===== src/rtl/data_ram_sweep_if.sv =====
// data_ram_sweep_if: load/store access bus and status of the data RAM clear engine.
// Optional macro DATA_RAM_PARITY_EN adds the rd_perr read-parity status.
interface data_ram_sweep_if #(
   parameter int unsigned W  = 32,
   parameter int unsigned AW = 5
);
   localparam int unsigned NB = W / 8;

   logic          en;
   logic          wr;
   logic [AW-1:0] addr;
   logic [W-1:0]  din;
   logic [NB-1:0] be;
   logic          clr_req;
   logic [W-1:0]  dout;
   logic          rd_valid;
   logic          busy;
   logic          clr_done;
   logic          err;
`ifdef DATA_RAM_PARITY_EN
   logic [NB-1:0] rd_perr;
`endif

   // Requester side (load/store unit and control)
   modport master (
      output en, wr, addr, din, be, clr_req,
`ifdef DATA_RAM_PARITY_EN
      input  rd_perr,
`endif
      input  dout, rd_valid, busy, clr_done, err
   );

   // RAM side
   modport slave (
      input  en, wr, addr, din, be, clr_req,
`ifdef DATA_RAM_PARITY_EN
      output rd_perr,
`endif
      output dout, rd_valid, busy, clr_done, err
   );
endinterface


===== src/rtl/data_ram_sweep.sv =====
// data_ram_sweep: single-port synchronous data RAM with byte enables and a
// self-completing clear sweep (one row per clock, started by reset or clr_req).
// Optional macro DATA_RAM_PARITY_EN stores even parity per byte and reports
// per-byte parity mismatches on reads via rd_perr.
module data_ram_sweep #(
   parameter int unsigned   W    = 32,
   parameter int unsigned   AW   = 5,
   parameter logic [W-1:0]  FILL = '0
) (
   input  logic               i_clk,
   input  logic               i_rst,
   data_ram_sweep_if.slave    bus
);
   localparam int unsigned NB    = W / 8;
   localparam int unsigned DEPTH = 2 ** AW;

   typedef enum logic {S_CLEAR, S_IDLE} state_t;

   state_t        r_state;
   logic [AW-1:0] r_ptr;
   logic [W-1:0]  r_mem [DEPTH];
   logic [W-1:0]  r_dout;
   logic          r_rd_valid;
   logic          r_busy;
   logic          r_clr_done;
   logic          r_err;

`ifdef DATA_RAM_PARITY_EN
   // Even parity of each byte of a word
   function automatic logic [NB-1:0] byte_par(input logic [W-1:0] d);
      logic [NB-1:0] p;
      p = '0;
      for (int i = 0; i < NB; i++) p[i] = ^d[8*i +: 8];
      return p;
   endfunction

   localparam logic [NB-1:0] FILL_PAR = byte_par(FILL);

   logic [NB-1:0] r_par [DEPTH];
   logic [NB-1:0] r_rd_perr;
`endif

   // Sweep/access FSM, RAM array and registered status outputs
   always_ff @(posedge i_clk) begin
      if (i_rst) begin
         r_state    <= S_CLEAR;
         r_ptr      <= '0;
         r_dout     <= '0;
         r_rd_valid <= 1'b0;
         r_clr_done <= 1'b0;
         r_err      <= 1'b0;
         r_busy     <= 1'b1;
         r_mem[0]   <= FILL;
`ifdef DATA_RAM_PARITY_EN
         r_par[0]   <= FILL_PAR;
         r_rd_perr  <= '0;
`endif
      end else begin
         r_rd_valid <= 1'b0;
         r_clr_done <= 1'b0;
         r_err      <= 1'b0;
`ifdef DATA_RAM_PARITY_EN
         r_rd_perr  <= '0;
`endif
         case (r_state)
            S_CLEAR: begin
               // Accesses are rejected while sweeping; clr_req is ignored
               r_mem[r_ptr] <= FILL;
`ifdef DATA_RAM_PARITY_EN
               r_par[r_ptr] <= FILL_PAR;
`endif
               r_ptr <= r_ptr + AW'(1);
               if (bus.en) r_err <= 1'b1;
               if (r_ptr == AW'(DEPTH - 1)) begin
                  r_state    <= S_IDLE;
                  r_busy     <= 1'b0;
                  r_clr_done <= 1'b1;
               end
            end
            S_IDLE: begin
               if (bus.clr_req) begin
                  // Clear request wins over a simultaneous access
                  r_state <= S_CLEAR;
                  r_ptr   <= '0;
                  r_busy  <= 1'b1;
                  if (bus.en) r_err <= 1'b1;
               end else if (bus.en) begin
                  if (bus.wr) begin
                     for (int i = 0; i < NB; i++) begin
                        if (bus.be[i]) begin
                           r_mem[bus.addr][8*i +: 8] <= bus.din[8*i +: 8];
`ifdef DATA_RAM_PARITY_EN
                           r_par[bus.addr][i] <= ^bus.din[8*i +: 8];
`endif
                        end
                     end
                  end else begin
                     r_dout     <= r_mem[bus.addr];
                     r_rd_valid <= 1'b1;
`ifdef DATA_RAM_PARITY_EN
                     for (int i = 0; i < NB; i++)
                        r_rd_perr[i] <= (^r_mem[bus.addr][8*i +: 8]) ^ r_par[bus.addr][i];
`endif
                  end
               end
            end
         endcase
      end
   end

   assign bus.dout     = r_dout;
   assign bus.rd_valid = r_rd_valid;
   assign bus.busy     = r_busy;
   assign bus.clr_done = r_clr_done;
   assign bus.err      = r_err;
`ifdef DATA_RAM_PARITY_EN
   assign bus.rd_perr  = r_rd_perr;
`endif

endmodule


===== src/flat_wrapper.sv =====
// flat-port wrapper written by rule: the top's interface ports become plain ports
module data_ram_sweep_flat 
#(
   parameter int unsigned   W    = 32,
   parameter int unsigned   AW   = 5,
   parameter logic [W-1:0]  FILL = '0
)
  (i_clk, i_rst, bus_en, bus_wr, bus_addr, bus_din, bus_be, bus_clr_req, bus_dout, bus_rd_valid, bus_busy, bus_clr_done, bus_err);
  data_ram_sweep_if #(.W(W), .AW(AW)) bus_i ();
  input  logic i_clk;
  input  logic i_rst;
  input wire logic [$bits(bus_i.en)-1:0] bus_en;
  input wire logic [$bits(bus_i.wr)-1:0] bus_wr;
  input wire logic [$bits(bus_i.addr)-1:0] bus_addr;
  input wire logic [$bits(bus_i.din)-1:0] bus_din;
  input wire logic [$bits(bus_i.be)-1:0] bus_be;
  input wire logic [$bits(bus_i.clr_req)-1:0] bus_clr_req;
  output wire logic [$bits(bus_i.dout)-1:0] bus_dout;
  output wire logic [$bits(bus_i.rd_valid)-1:0] bus_rd_valid;
  output wire logic [$bits(bus_i.busy)-1:0] bus_busy;
  output wire logic [$bits(bus_i.clr_done)-1:0] bus_clr_done;
  output wire logic [$bits(bus_i.err)-1:0] bus_err;
  assign bus_i.en = bus_en;
  assign bus_i.wr = bus_wr;
  assign bus_i.addr = bus_addr;
  assign bus_i.din = bus_din;
  assign bus_i.be = bus_be;
  assign bus_i.clr_req = bus_clr_req;
  assign bus_dout = bus_i.dout;
  assign bus_rd_valid = bus_i.rd_valid;
  assign bus_busy = bus_i.busy;
  assign bus_clr_done = bus_i.clr_done;
  assign bus_err = bus_i.err;
  data_ram_sweep #(.W(W), .AW(AW), .FILL(FILL)) u_core (.i_clk(i_clk), .i_rst(i_rst), .bus(bus_i));
endmodule

===== config.mk =====
export PLATFORM = sky130hd
export DESIGN_NAME = data_ram_sweep_flat
export DESIGN_NICKNAME = d
export VERILOG_FILES = /design/src/rtl/data_ram_sweep_if.sv /design/src/rtl/data_ram_sweep.sv /design/src/flat_wrapper.sv
export SDC_FILE = /design/constraint.sdc
export NUM_CORES = 1
export LEC_CHECK = 0
export ABC_AREA = 1
export ABC_CLOCK_PERIOD_IN_PS = 2600
export CAP_MARGIN = 30
export CORE_MARGIN = 2
export CORE_UTILIZATION = 55
export DETAILED_ROUTE_END_ITERATION = 10
export PLACE_DENSITY = 0.72
export SYNTH_ARGS = -nofsm -noshare
export SYNTH_HDL_FRONTEND = slang
export SYNTH_SLANG_ARGS = --single-unit

===== constraint.sdc =====
create_clock -name i_clk -period 2.6 [get_ports i_clk]
set_input_delay 0.26 -clock i_clk [delete_from_list [all_inputs] [get_ports i_clk]]
set_output_delay 0.26 -clock i_clk [all_outputs]
set_load 0.01 [all_outputs]

== Yosys cells after proc, flatten, opt, wreduce, memory -nomap -nowiden ==
Memories as Yosys holds them, arrays and structs flattened. A register that Yosys moved wholly into a read port is not among the register bits.
Index checks and enable logic that the tools add are counted.
Storage, ports and cells
  register bits after elaboration: 10
  memory bits (writable): 1024
  bits of input ports: 46
  output and inout port bits: 36
  word-level logic and storage cells: 72
  memories kept: 1
Cells by class
  add/subtract/negate cells: 1
  eq/ne operators: 3
  muxes and demuxes: 51
  bitwise gates (word level): 4
  reduce and logical (&&, ||, !) cells: 6
Memories
  u_core.r_mem: words 32, width 32, read ports 1, clocked after Yosys merged registers in 1, write ports 1, RTL line data_ram_sweep.sv:21  | logic [W-1:0] r_mem [DEPTH];
Operators with widths (number)
  $mux 32: 2
  $reduce_or 32->1: 2
  $mux 1: 41
  $mux 5: 3
  $pmux 5 s2: 1
  $pmux 1 s2: 3
  $add 5x1->5 const B: 1
  $eq 5x5->1 const B: 1
  $mux 4: 1
  $not 1->1: 4
  $reduce_and 4->1: 1
  $reduce_or 4->1: 1
  $ne 2x1->1 const B: 1
  $ne 2x2->1 const B: 1
  $reduce_and 2->1: 1
  $reduce_or 2->1: 1

== Logic depth before layout (Yosys ltp) ==
Gate-level depths: netlist of the first run.
  depth after elaboration: 9
  gate-level depth with buffers: 12
  mapped depth without buffers: 9

== Least setup slack after synthesis of the first run ==
OpenSTA, ideal clock, no wires.
  kind: reg2reg
  from: register u_core.r_state
  to: memory u_core.r_mem[30][16], enable pin
  setup time: 0.383 ns
  data arrival time: 1.977 ns
  data required time: 2.217 ns
  path slack: 0.239 ns
  stages on the path, launching flop included: 12
  path buffers: 3
  period minus slack after synthesis: 2.361 ns
  cell sequence: dfxtp_1 buf_4 nand3_1 nor2_1 nor2_2 nand2_2 buf_6 nand2_1 nand2_1 nand2_2 buf_4 nor3_1
Between the ends
  cells in the longest elaborated chain, start to end: 6
  elaborated cells on any way between the ends: 21
  those cells by class: mux (19); reduce/logical (2)
Ends and longest elaborated chain
  start: declaration: RTL line data_ram_sweep.sv:19  | state_t r_state;
  start signal: assignment: RTL line data_ram_sweep.sv:46  | r_state <= S_CLEAR;
  start signal: assignment: RTL line data_ram_sweep.sv:75  | r_state <= S_IDLE;
  start signal: assignment: RTL line data_ram_sweep.sv:83  | r_state <= S_CLEAR;
  $mux 1: RTL line data_ram_sweep.sv:65  | case (r_state)
  $mux 1: RTL line data_ram_sweep.sv:45  | if (i_rst) begin
  $mux 1 (not written as such): RTL line data_ram_sweep.sv:68  | r_mem[r_ptr] <= FILL;
  $reduce_or 32->1 (no source line)
  $mux 5 (no source line) / $mux 1 (equally long branches)
  $mux 5 (no source line) / $mux 4 (equally long branches)
  end: declaration: RTL line data_ram_sweep.sv:21
Several ways; a longest one is shown, not always the timed one.

== Worst setup path after layout of the first run ==
  from: register u_core.r_state
  to: memory u_core.r_mem[17][12], enable pin
Same word-level chain as after synthesis.

==> impl_results.html, run 1 <==
<table>
<tr><th>Metric</th><th>Value</th></tr>
<tr><th colspan="2">Status</th></tr>
<tr><td>Status</td><td>completed</td></tr>
<tr><th colspan="2">Logic synthesis</th></tr>
<tr><td>Count of different cell masters after synthesis</td><td>26</td></tr>
<tr><td>Average size of a mapped cell</td><td>11.50 um2</td></tr>
<tr><td>Portion of the post-synthesis area used by sequential elements</td><td>0.7164</td></tr>
<tr><td>Synth Register Bits</td><td>1066</td></tr>
<tr><td>Netlist area before placement</td><td>44090 um2</td></tr>
<tr><td>Number of warning messages in the yosys log</td><td>0</td></tr>
<tr><td>Post-Synthesis Net Count</td><td>3883</td></tr>
<tr><td>Post-Syn Instances</td><td>about 3800</td></tr>
<tr><th colspan="2">Placement</th></tr>
<tr><td>Placer Congestion</td><td>between 0.8 and 0.9</td></tr>
<tr><td>Post-detail-place hpwl</td><td>68.07 mm</td></tr>
<tr><td>Number of port buffers</td><td>81</td></tr>
<tr><td>Place WS</td><td>-179.4 ps</td></tr>
<tr><th colspan="2">Pwr</th></tr>
<tr><td>Worst supply voltage drop on vdd</td><td>0.6211 mV</td></tr>
<tr><td>Static leakage power</td><td>around 0.019 uW</td></tr>
<tr><td>Sequential cell fraction of total power</td><td>0.520</td></tr>
<tr><td>Part of the total power dissipated in combinational logic</td><td>0.060</td></tr>
<tr><td>Int Power</td><td>28190 uW</td></tr>
<tr><td>Switching fraction of total power</td><td>0.2166</td></tr>
<tr><td>Psw</td><td>7795 uW</td></tr>
<tr><td>Clock group share of total power</td><td>0.420</td></tr>
<tr><td>PnR Total Power</td><td>35990 uW</td></tr>
<tr><td>Pwr per Cell Area</td><td>692.9 nW/um2</td></tr>
<tr><th colspan="2">Route</th></tr>
<tr><td>Total Wirelength</td><td>113.3 mm</td></tr>
<tr><td>M1 WL</td><td>44.96 mm</td></tr>
<tr><td>Violation count after the first detailed-routing iteration</td><td>3803</td></tr>
<tr><td>Total number of vias</td><td>between 30000 and 40000</td></tr>
<tr><td>Met2 Routed Length</td><td>53.65 mm</td></tr>
<tr><td>DR top layer</td><td>met4</td></tr>
<tr><td>Average routed wire per standard cell</td><td>21.81 um</td></tr>
<tr><td>Met3 wire length</td><td>roughly 11 mm</td></tr>
<tr><td>Router iterations before antenna repair</td><td>6</td></tr>
<tr><td>Final antenna-violating net count</td><td>0</td></tr>
<tr><td>Via density per instance</td><td>5.838</td></tr>
<tr><td>Residual DRC</td><td>0</td></tr>
<tr><th colspan="2">GRT</th></tr>
<tr><td>Via count of the first global-routing pass</td><td>between 20000 and 30000</td></tr>
<tr><td>Wire length of the first global-routing pass</td><td>171.9 mm</td></tr>
<tr><td>Overflow left after global routing</td><td>0</td></tr>
<tr><td>Overall fraction of global-route tracks in use</td><td>0.2760</td></tr>
<tr><td>Largest net degree at the start of global routing</td><td>98</td></tr>
<tr><td>Number of antenna violations at the first check in global routing</td><td>0</td></tr>
<tr><th colspan="2">Clocking</th></tr>
<tr><td>Number of buffers added by the clock tree synthesis step</td><td>105</td></tr>
<tr><td>Root buffer cell</td><td>sky130_fd_sc_hd__clkbuf_16</td></tr>
<tr><td># Post-CTS Setup Buffers</td><td>0</td></tr>
<tr><td>Clock tree from TritonCTS</td><td>built</td></tr>
<tr><td>Clock-pin slew on the worst setup and hold paths</td><td>around 60 ps</td></tr>
<tr><td>Clock sinks</td><td>1066</td></tr>
<tr><td>Level count of the clock H-tree</td><td>3</td></tr>
<tr><td>Largest buffer count on any clock path</td><td>3</td></tr>
<tr><td>Clock insertion delay at the later pin of the skew report</td><td>660 ps</td></tr>
<tr><th colspan="2">Timing</th></tr>
<tr><td>Highest attainable clock frequency</td><td>423.2 MHz</td></tr>
<tr><td>RSZ-0062 raised after global routing</td><td>false</td></tr>
<tr><td>Final worst path period share</td><td>0.9089</td></tr>
<tr><td>Total of endpoints with negative setup slack in the final report</td><td>0</td></tr>
<tr><td>Number of hold violations in the final report</td><td>0</td></tr>
<tr><td>Slew of the pin with the lowest slew margin</td><td>around 670 ps</td></tr>
<tr><td>Slack of the critical path</td><td>236.9 ps</td></tr>
<tr><td>Count of pins over their slew limit</td><td>0</td></tr>
<tr><td>Clock Skews</td><td>about 22 ps</td></tr>
<tr><td>Min Tclk post-route</td><td>2363 ps</td></tr>
<tr><td>Worst rel slew slack</td><td>0.5515</td></tr>
<tr><th colspan="2">Worst setup path</th></tr>
<tr><td>Crit path capture type</td><td>flip-flop</td></tr>
<tr><td>Worst EP arrival</td><td>~2700 ps</td></tr>
<tr><td>R2r startpoint</td><td>u_core.r_state$_SDFF_PP0_</td></tr>
<tr><td>Required time of the critical path</td><td>2970 ps</td></tr>
<tr><td>Worst setup SP type</td><td>flip-flop</td></tr>
<tr><td>Critical path startpoint</td><td>u_core.r_state$_SDFF_PP0_</td></tr>
<tr><td>Worst-path fanout max</td><td>12</td></tr>
<tr><td>Type of the worst setup path</td><td>reg -&gt; reg</td></tr>
<tr><th colspan="2">Floorplan</th></tr>
<tr><td>Die span in x</td><td>287.1 um</td></tr>
<tr><td>Area of the die</td><td>82450 um2</td></tr>
<tr><td>Die Y</td><td>287.1 um</td></tr>
<tr><td>Placeable Area</td><td>slightly below 80000 um2</td></tr>
<tr><td>Starting density of the core</td><td>0.5573</td></tr>
<tr><td>Placement row count</td><td>a little over 100</td></tr>
<tr><td>Number of primary I/O pins</td><td>82</td></tr>
<tr><th colspan="2">Finish</th></tr>
<tr><td>Multi-input gate area</td><td>11260 um2</td></tr>
<tr><td>Diodes inserted</td><td>0</td></tr>
<tr><td>Area added between synthesis and finish</td><td>17.78%</td></tr>
<tr><td>Fill cell instance count of the final layout</td><td>5713</td></tr>
<tr><td>Post-layout nets</td><td>4104</td></tr>
<tr><td>Reg area</td><td>approximately 32000 um2</td></tr>
<tr><td>Share of cells above drive strength 1</td><td>0.1479</td></tr>
<tr><th colspan="2">Worst hold path</th></tr>
<tr><td>Hold path startpoint</td><td>bus_addr[4]</td></tr>
<tr><td>Class of the worst hold path</td><td>in -&gt; reg</td></tr>
<tr><th colspan="2">Job</th></tr>
<tr><td>Number of maximum-capacitance violations</td><td>0</td></tr>
</table>
==> registers in the layout (all words and copies together) (netlist names) <==
signal / cells
u_core.r_ptr: 5
u_core.r_mem: 1024
u_core.bus.busy: 1
u_core.bus.clr_done: 1
u_core.bus.rd_valid: 1
u_core.bus.dout: 32
u_core.r_state: 1
u_core.bus.err: 1
==> path summary, 6_finish.rpt <==
kind                                       to  slack [ps]  cells after the start
max            u_core.r_mem[17][12]$_DFFE_PP_         240                     10
max reg2reg    u_core.r_mem[17][12]$_DFFE_PP_         240                     10
min          u_core.bus.dout[25]$_SDFFE_PP0P_         290                      4
min reg2reg      u_core.bus.busy$_SDFFE_PP1P_         490                      2
==> cells in the final DEF (no fill, tap or decap), types with 39 or more instances in the layout <==
| cell | count |
|---|---|
| sky130_fd_sc_hd__nand2_1 | 1340 |
| sky130_fd_sc_hd__edfxtp_1 | 1024 |
| sky130_fd_sc_hd__nand3_1 | 842 |
| sky130_fd_sc_hd__buf_4 | 215 |
| sky130_fd_sc_hd__clkbuf_16 | 107 |
| sky130_fd_sc_hd__buf_12 | 85 |
| sky130_fd_sc_hd__nor3_2 | 82 |
| sky130_fd_sc_hd__clkdlybuf4s50_1 | 76 |
| sky130_fd_sc_hd__nor3_1 | 49 |
| sky130_fd_sc_hd__dfxtp_1 | 41 |
| sky130_fd_sc_hd__inv_1 | 39 |
==> synthesized netlist by cell type (all sizes together) <==
master  number  share of area
nand2     1351           0.12
buf         92          0.012
nor2        47         0.0042
o21ai       36         0.0041
ha           2        0.00057
a211oi       1        0.00017
edfxtp    1024           0.70
nand3      851          0.099
inv         46         0.0039
nor3       132          0.024
clkinv       1       0.000085
a21oi       35         0.0040
a32o         1        0.00023
dfxtp       42          0.019
clkbuf     174          0.015
==> layout make-up <==
cell class,count,share of cell area
Sequential cell,1066,0.6083
Multi-Input combinational cell,2456,0.2169
Timing Repair Buffer,380,0.07926
Clock buffer,148,0.05722
Tap cell,1050,0.02530
Clock inverter,48,0.009348
Inverter,47,0.003734
==> logic make-up after synthesis <==
kind of cell | share of synthesized area
AO/OA/AOI/OAI | 0.008456
adder cells (fa/ha/maj) | 0.0005674
buffers and inverters | 0.03087
flip-flops | 0.7164
AND/OR/NAND/NOR | 0.2437
==> power by group through the flow <==
stage               Combinational, uW  Sequential (uW)  Clock (uW)
floorplan                        1330            19100           0
global placement                 2070            19100           0
detailed placement               2110            19100           0
CTS                              2130            18700       15200
global route                     2350            18700       15900
finish                           2150            18700       15100
==> through the flow <==
stage	instance area, um2	setup TNS, ps	cells	hold slack, ps	utilization
detailed placement	48480	-52110	4999	479.3	0.6126
finish	51930	0	5195	289.6	0.6563
global placement	48480	-12230	4999	480.6	0.6126
global route	51930	0	5195	287.3	0.6563
CTS	51930	0	5195	227.2	0.6563
floorplan	44090	0	3835	332.4	-
==> worst max-delay path, cell delays in order, from the launching register on <==
cell	delay, ps
sky130_fd_sc_hd__dfxtp_2	450
sky130_fd_sc_hd__nand3_1	140
sky130_fd_sc_hd__nor2_1	190
sky130_fd_sc_hd__nor2_2	70
sky130_fd_sc_hd__nand2_2	180
sky130_fd_sc_hd__nand2_1	120
sky130_fd_sc_hd__nand2_4	150
sky130_fd_sc_hd__nand3_4	110
sky130_fd_sc_hd__buf_12	180
sky130_fd_sc_hd__nor3_1	240
sky130_fd_sc_hd__buf_4	220
==> per-layer routing <==
layer,vias to the layer above,track usage
met5,-,0
met4,0,0.09544
met3,248,0.04762
met2,1614,0.4425
met1,14560,0.3849
li1,13900,-
==> what timing repair did <==
action	4_1_cts	5_1_grt
resized for setup	0	1
hold buffers	0	0
endpoints found under the hold margin	0	0
setup endpoints to repair	0	208
(Power assumes the default switching activity.)
==> run 2, diff against run 1 <==
--- a/config.mk
+++ b/config.mk
@@ -8,10 +8,13 @@
 export ABC_AREA = 1
 export ABC_CLOCK_PERIOD_IN_PS = 2600
 export CAP_MARGIN = 30
+export CELL_PAD_IN_SITES_DETAIL_PLACEMENT = 1
+export CELL_PAD_IN_SITES_GLOBAL_PLACEMENT = 1
 export CORE_MARGIN = 2
-export CORE_UTILIZATION = 55
+export CORE_UTILIZATION = 51
 export DETAILED_ROUTE_END_ITERATION = 10
-export PLACE_DENSITY = 0.72
+export PLACE_DENSITY = 0.8
+export REMOVE_ABC_BUFFERS = 1
 export SYNTH_ARGS = -nofsm -noshare
 export SYNTH_HDL_FRONTEND = slang
 export SYNTH_SLANG_ARGS = --single-unit
==> impl_results.html, run 2 (same netlist as run 1, synthesis figures left out) <==
<table>
<tr><th>Metric</th><th>Value</th></tr>
<tr><th colspan="2">Floorplan</th></tr>
<tr><td>Area of the die</td><td>88830 um2 (+7.7%)</td></tr>
<tr><td>Number of primary I/O pins</td><td>82 (unchanged)</td></tr>
<tr><td>Die Y</td><td>298.0 um (+3.8%)</td></tr>
<tr><td>Starting density of the core</td><td>0.5162 (-0.04101)</td></tr>
<tr><td>Die span in x</td><td>298.0 um (+3.8%)</td></tr>
<tr><td>Placement row count</td><td>107 (+3.9%)</td></tr>
<tr><td>Placeable Area</td><td>85410 um2 (+7.9%)</td></tr>
<tr><th colspan="2">Route</th></tr>
<tr><td>Violation count after the first detailed-routing iteration</td><td>3365 (-12%)</td></tr>
<tr><td>Residual DRC</td><td>0 (unchanged)</td></tr>
<tr><td>Final antenna-violating net count</td><td>0 (unchanged)</td></tr>
<tr><td>Average routed wire per standard cell</td><td>26.93 um (+23%)</td></tr>
<tr><td>Total number of vias</td><td>32430 (+6.9%)</td></tr>
<tr><td>Total Wirelength</td><td>142.8 mm (+26%)</td></tr>
<tr><td>Router iterations before antenna repair</td><td>6 (unchanged)</td></tr>
<tr><td>Via density per instance</td><td>6.117 (+4.8%)</td></tr>
<tr><th colspan="2">Worst setup path</th></tr>
<tr><td>Depth of the most critical reg-to-reg path</td><td>10 (unchanged)</td></tr>
<tr><td>Required time of the critical path</td><td>2960 ps (about the same)</td></tr>
<tr><td>Worst flop-to-flop path endpoint</td><td>u_core.r_mem[13][5]$_DFFE_PP_</td></tr>
<tr><td>Worst EP arrival</td><td>2910 ps (+180 ps)</td></tr>
<tr><td>Worst R2R Setup Slack</td><td>60 ps (-180 ps)</td></tr>
<tr><td>Crit path capture type</td><td>flip-flop</td></tr>
<tr><td>R2r startpoint</td><td>u_core.r_state$_SDFF_PP0_</td></tr>
<tr><td>Worst setup SP type</td><td>flip-flop</td></tr>
<tr><td>Worst-path fanout max</td><td>11 (-1)</td></tr>
<tr><td>Type of the worst setup path</td><td>reg -&gt; reg</td></tr>
<tr><th colspan="2">Pwr</th></tr>
<tr><td>Switching fraction of total power</td><td>0.2293 (+0.01272)</td></tr>
<tr><td>Int Power</td><td>28640 uW (+1.6%)</td></tr>
<tr><td>Sequential cell fraction of total power</td><td>0.504 (-0.016)</td></tr>
<tr><td>Worst supply voltage drop on vdd</td><td>0.6100 mV (-1.8%)</td></tr>
<tr><td>Pwr per Cell Area</td><td>709.9 nW/um2 (+2.4%)</td></tr>
<tr><td>Part of the total power dissipated in combinational logic</td><td>0.064 (+0.004)</td></tr>
<tr><td>Psw</td><td>8521 uW (+9.3%)</td></tr>
<tr><td>Static leakage power</td><td>0.01884 uW (+0.62%)</td></tr>
<tr><td>Clock group share of total power</td><td>0.432 (+0.012)</td></tr>
<tr><th colspan="2">Finish</th></tr>
<tr><td>Leading cell types in the layout, fill and taps excluded</td><td>sky130_fd_sc_hd__nand2_1, sky130_fd_sc_hd__edfxtp_1, sky130_fd_sc_hd__nand3_1</td></tr>
<tr><td>Area added between synthesis and finish</td><td>18.70%</td></tr>
<tr><td>Leading cell type in the layout, fill and taps excluded</td><td>sky130_fd_sc_hd__nand2_1</td></tr>
<tr><td>Diodes inserted</td><td>0 (unchanged)</td></tr>
<tr><td>Register name with the most flops</td><td>u_core.r_mem</td></tr>
<tr><td>Number of flip-flops under the largest register name</td><td>1024 (unchanged)</td></tr>
<tr><td>Post-layout nets</td><td>4113 (+0.22%)</td></tr>
<tr><td>Share of cells above drive strength 1</td><td>0.1515 (+0.003626)</td></tr>
<tr><th colspan="2">GRT</th></tr>
<tr><td>Overflow left after global routing</td><td>0 (unchanged)</td></tr>
<tr><td>Largest net degree at the start of global routing</td><td>91 (-7.1%)</td></tr>
<tr><td>Wire length of the first global-routing pass</td><td>214.9 mm (+25%)</td></tr>
<tr><td>Number of antenna violations at the first check in global routing</td><td>2 (+2)</td></tr>
<tr><td>Via count of the first global-routing pass</td><td>34830 (+18%)</td></tr>
<tr><td>Overall fraction of global-route tracks in use</td><td>0.3202 (+0.04421)</td></tr>
<tr><th colspan="2">Clocking</th></tr>
<tr><td>Clock tree from TritonCTS</td><td>built</td></tr>
<tr><td>Clock insertion delay at the later pin of the skew report</td><td>700 ps (+40 ps)</td></tr>
<tr><td>Number of buffers added by the clock tree synthesis step</td><td>110 (+4.8%)</td></tr>
<tr><td>Clock sinks</td><td>1066 (unchanged)</td></tr>
<tr><td>Largest buffer count on any clock path</td><td>3 (unchanged)</td></tr>
<tr><td>Root buffer cell</td><td>sky130_fd_sc_hd__clkbuf_16</td></tr>
<tr><td>Clock-pin slew on the worst setup and hold paths</td><td>70 ps (about the same)</td></tr>
<tr><td># Post-CTS Setup Buffers</td><td>0 (unchanged)</td></tr>
<tr><td>Level count of the clock H-tree</td><td>3 (unchanged)</td></tr>
<tr><th colspan="2">Timing</th></tr>
<tr><td>Highest attainable clock frequency</td><td>393.3 MHz (-7.1%)</td></tr>
<tr><td>Clock Skews</td><td>41.27 ps (+19.37 ps)</td></tr>
<tr><td>Count of pins over their slew limit</td><td>0 (unchanged)</td></tr>
<tr><td>Worst rel slew slack</td><td>0.5765 (+0.02500)</td></tr>
<tr><td>RSZ-0062 raised after global routing</td><td>false</td></tr>
<tr><td>Post-Route Hold Slack</td><td>343.1 ps (+53.50 ps)</td></tr>
<tr><td>Total of endpoints with negative setup slack in the final report</td><td>0 (unchanged)</td></tr>
<tr><td>Slack of the critical path</td><td>57.29 ps (-179.6 ps)</td></tr>
<tr><td>Min Tclk post-route</td><td>2543 ps (+179.6 ps)</td></tr>
<tr><td>Slew of the pin with the lowest slew margin</td><td>635.2 ps (-37.51 ps)</td></tr>
<tr><td>Number of hold violations in the final report</td><td>0 (unchanged)</td></tr>
<tr><td>Final worst path period share</td><td>0.9780 (+0.06908)</td></tr>
<tr><th colspan="2">Worst hold path</th></tr>
<tr><td>Class of the worst hold path</td><td>in -&gt; reg</td></tr>
<tr><td>Hold path startpoint</td><td>bus_addr[3]</td></tr>
<tr><td>WHS Path Cells</td><td>5 (+1)</td></tr>
<tr><td>Capture endpoint of the worst hold path</td><td>u_core.bus.dout[8]$_SDFFE_PP0P_</td></tr>
<tr><th colspan="2">Job</th></tr>
<tr><td>Number of maximum-capacitance violations</td><td>0 (unchanged)</td></tr>
<tr><th colspan="2">Placement</th></tr>
<tr><td>Placer Congestion</td><td>0.8353 (-0.22%)</td></tr>
<tr><td>Post-detail-place hpwl</td><td>84.29 mm (+24%)</td></tr>
<tr><td>Number of port buffers</td><td>81 (unchanged)</td></tr>
<tr><td>Place WS</td><td>-575.6 ps (-396.1 ps)</td></tr>
<tr><th colspan="2">Status</th></tr>
<tr><td>Status</td><td>completed</td></tr>
</table>
[run 2: changes by cell type in the layout (fill, tap and decap cells not counted), sizes merged]
cell      before  now
clkbuf       148  135
bufinv         9   12
buf          304  308
clkinv        31   43
inv           51   52
clkinvlp       4   10
[run 2: power groups by stage]
stage                     registers (uW)  clock network [uW]  logic (uW)
final                              18700               16100        2380
after detailed placement           19100                   0        2270
after CTS                          18700               16100        2350
after global routing               18700               16700        2550
after floorplan                    19100                   0        1240
after global placement             19100                   0        2160
[run 2: per-layer routing]
metal / up-vias / track usage / wire [um]
li1: 13910 / - / -
met5: - / 0 / 7
met2: 1661 / 0.5445 / 71680
met3: 389 / 0.04609 / 10530
met1: 16470 / 0.4071 / 53990
met4: 2 / 0.1475 / 6555
[run 2: worst max path at each step]
stage                                    from                       endpoint  slack [ps]  cells after the start
finish              u_core.r_state$_SDFF_PP0_  u_core.r_mem[13][5]$_DFFE_PP_          60                     10
global route        u_core.r_state$_SDFF_PP0_  u_core.r_mem[13][9]$_DFFE_PP_          20                     10
CTS                 u_core.r_state$_SDFF_PP0_  u_core.r_mem[12][5]$_DFFE_PP_          10                     10
detailed placement                bus_clr_req  u_core.r_mem[4][10]$_DFFE_PP_        -580                     12
global placement                  bus_clr_req  u_core.r_mem[12][7]$_DFFE_PP_        -310                     12
floorplan                         bus_addr[0]   u_core.r_mem[0][0]$_DFFE_PP_       -3430                      5
[run 2: layout make-up]
class / count / area (um2)
Clock inverter: 70 / 689.4
Fill cell: 8605 / 33070
Tap cell: 1144 / 1431
Inverter: 47 / 193.9
Multi-Input combinational cell: 2456 / 11290
Clock buffer: 135 / 2950
Sequential cell: 1066 / 31590
Timing Repair Buffer: 384 / 4197
[run 2: metrics by stage]
| stage | power (uW) | setup TNS [ps] | std cells | utilization | area, um2 |
|---|---|---|---|---|---|
| finish | 37160 | 0 | 5302 | 0.6128 | 52340 |
| global route | 38010 | 0 | 5302 | 0.6128 | 52340 |
| CTS | 37230 | 0 | 5302 | 0.6126 | 52330 |
| detailed placement | 21350 | -384100 | 5097 | 0.5699 | 48670 |
| global placement | 21230 | -96430 | 5097 | 0.5699 | 48670 |
| floorplan | 20310 | -2737490 | 3569 | - | 42910 |
[run 2: repair_timing]
action,4_1_cts,5_1_grt
endpoints found under the setup margin,502,73
pin swaps,0,0
resized for setup,4,3
hold buffers,0,0
[run 2: worst max-delay path: stages (launching register included)]
cell and delay [ps]:
sky130_fd_sc_hd__dfxtp_2 470, sky130_fd_sc_hd__nand3_1 140, sky130_fd_sc_hd__nor2_2 170, sky130_fd_sc_hd__nor2_2 100, sky130_fd_sc_hd__nand2_4 150, sky130_fd_sc_hd__nand2_1 160
sky130_fd_sc_hd__nand2_4 170, sky130_fd_sc_hd__nand3_4 210, sky130_fd_sc_hd__buf_4 230, sky130_fd_sc_hd__nor3_1 190, sky130_fd_sc_hd__buf_4 230
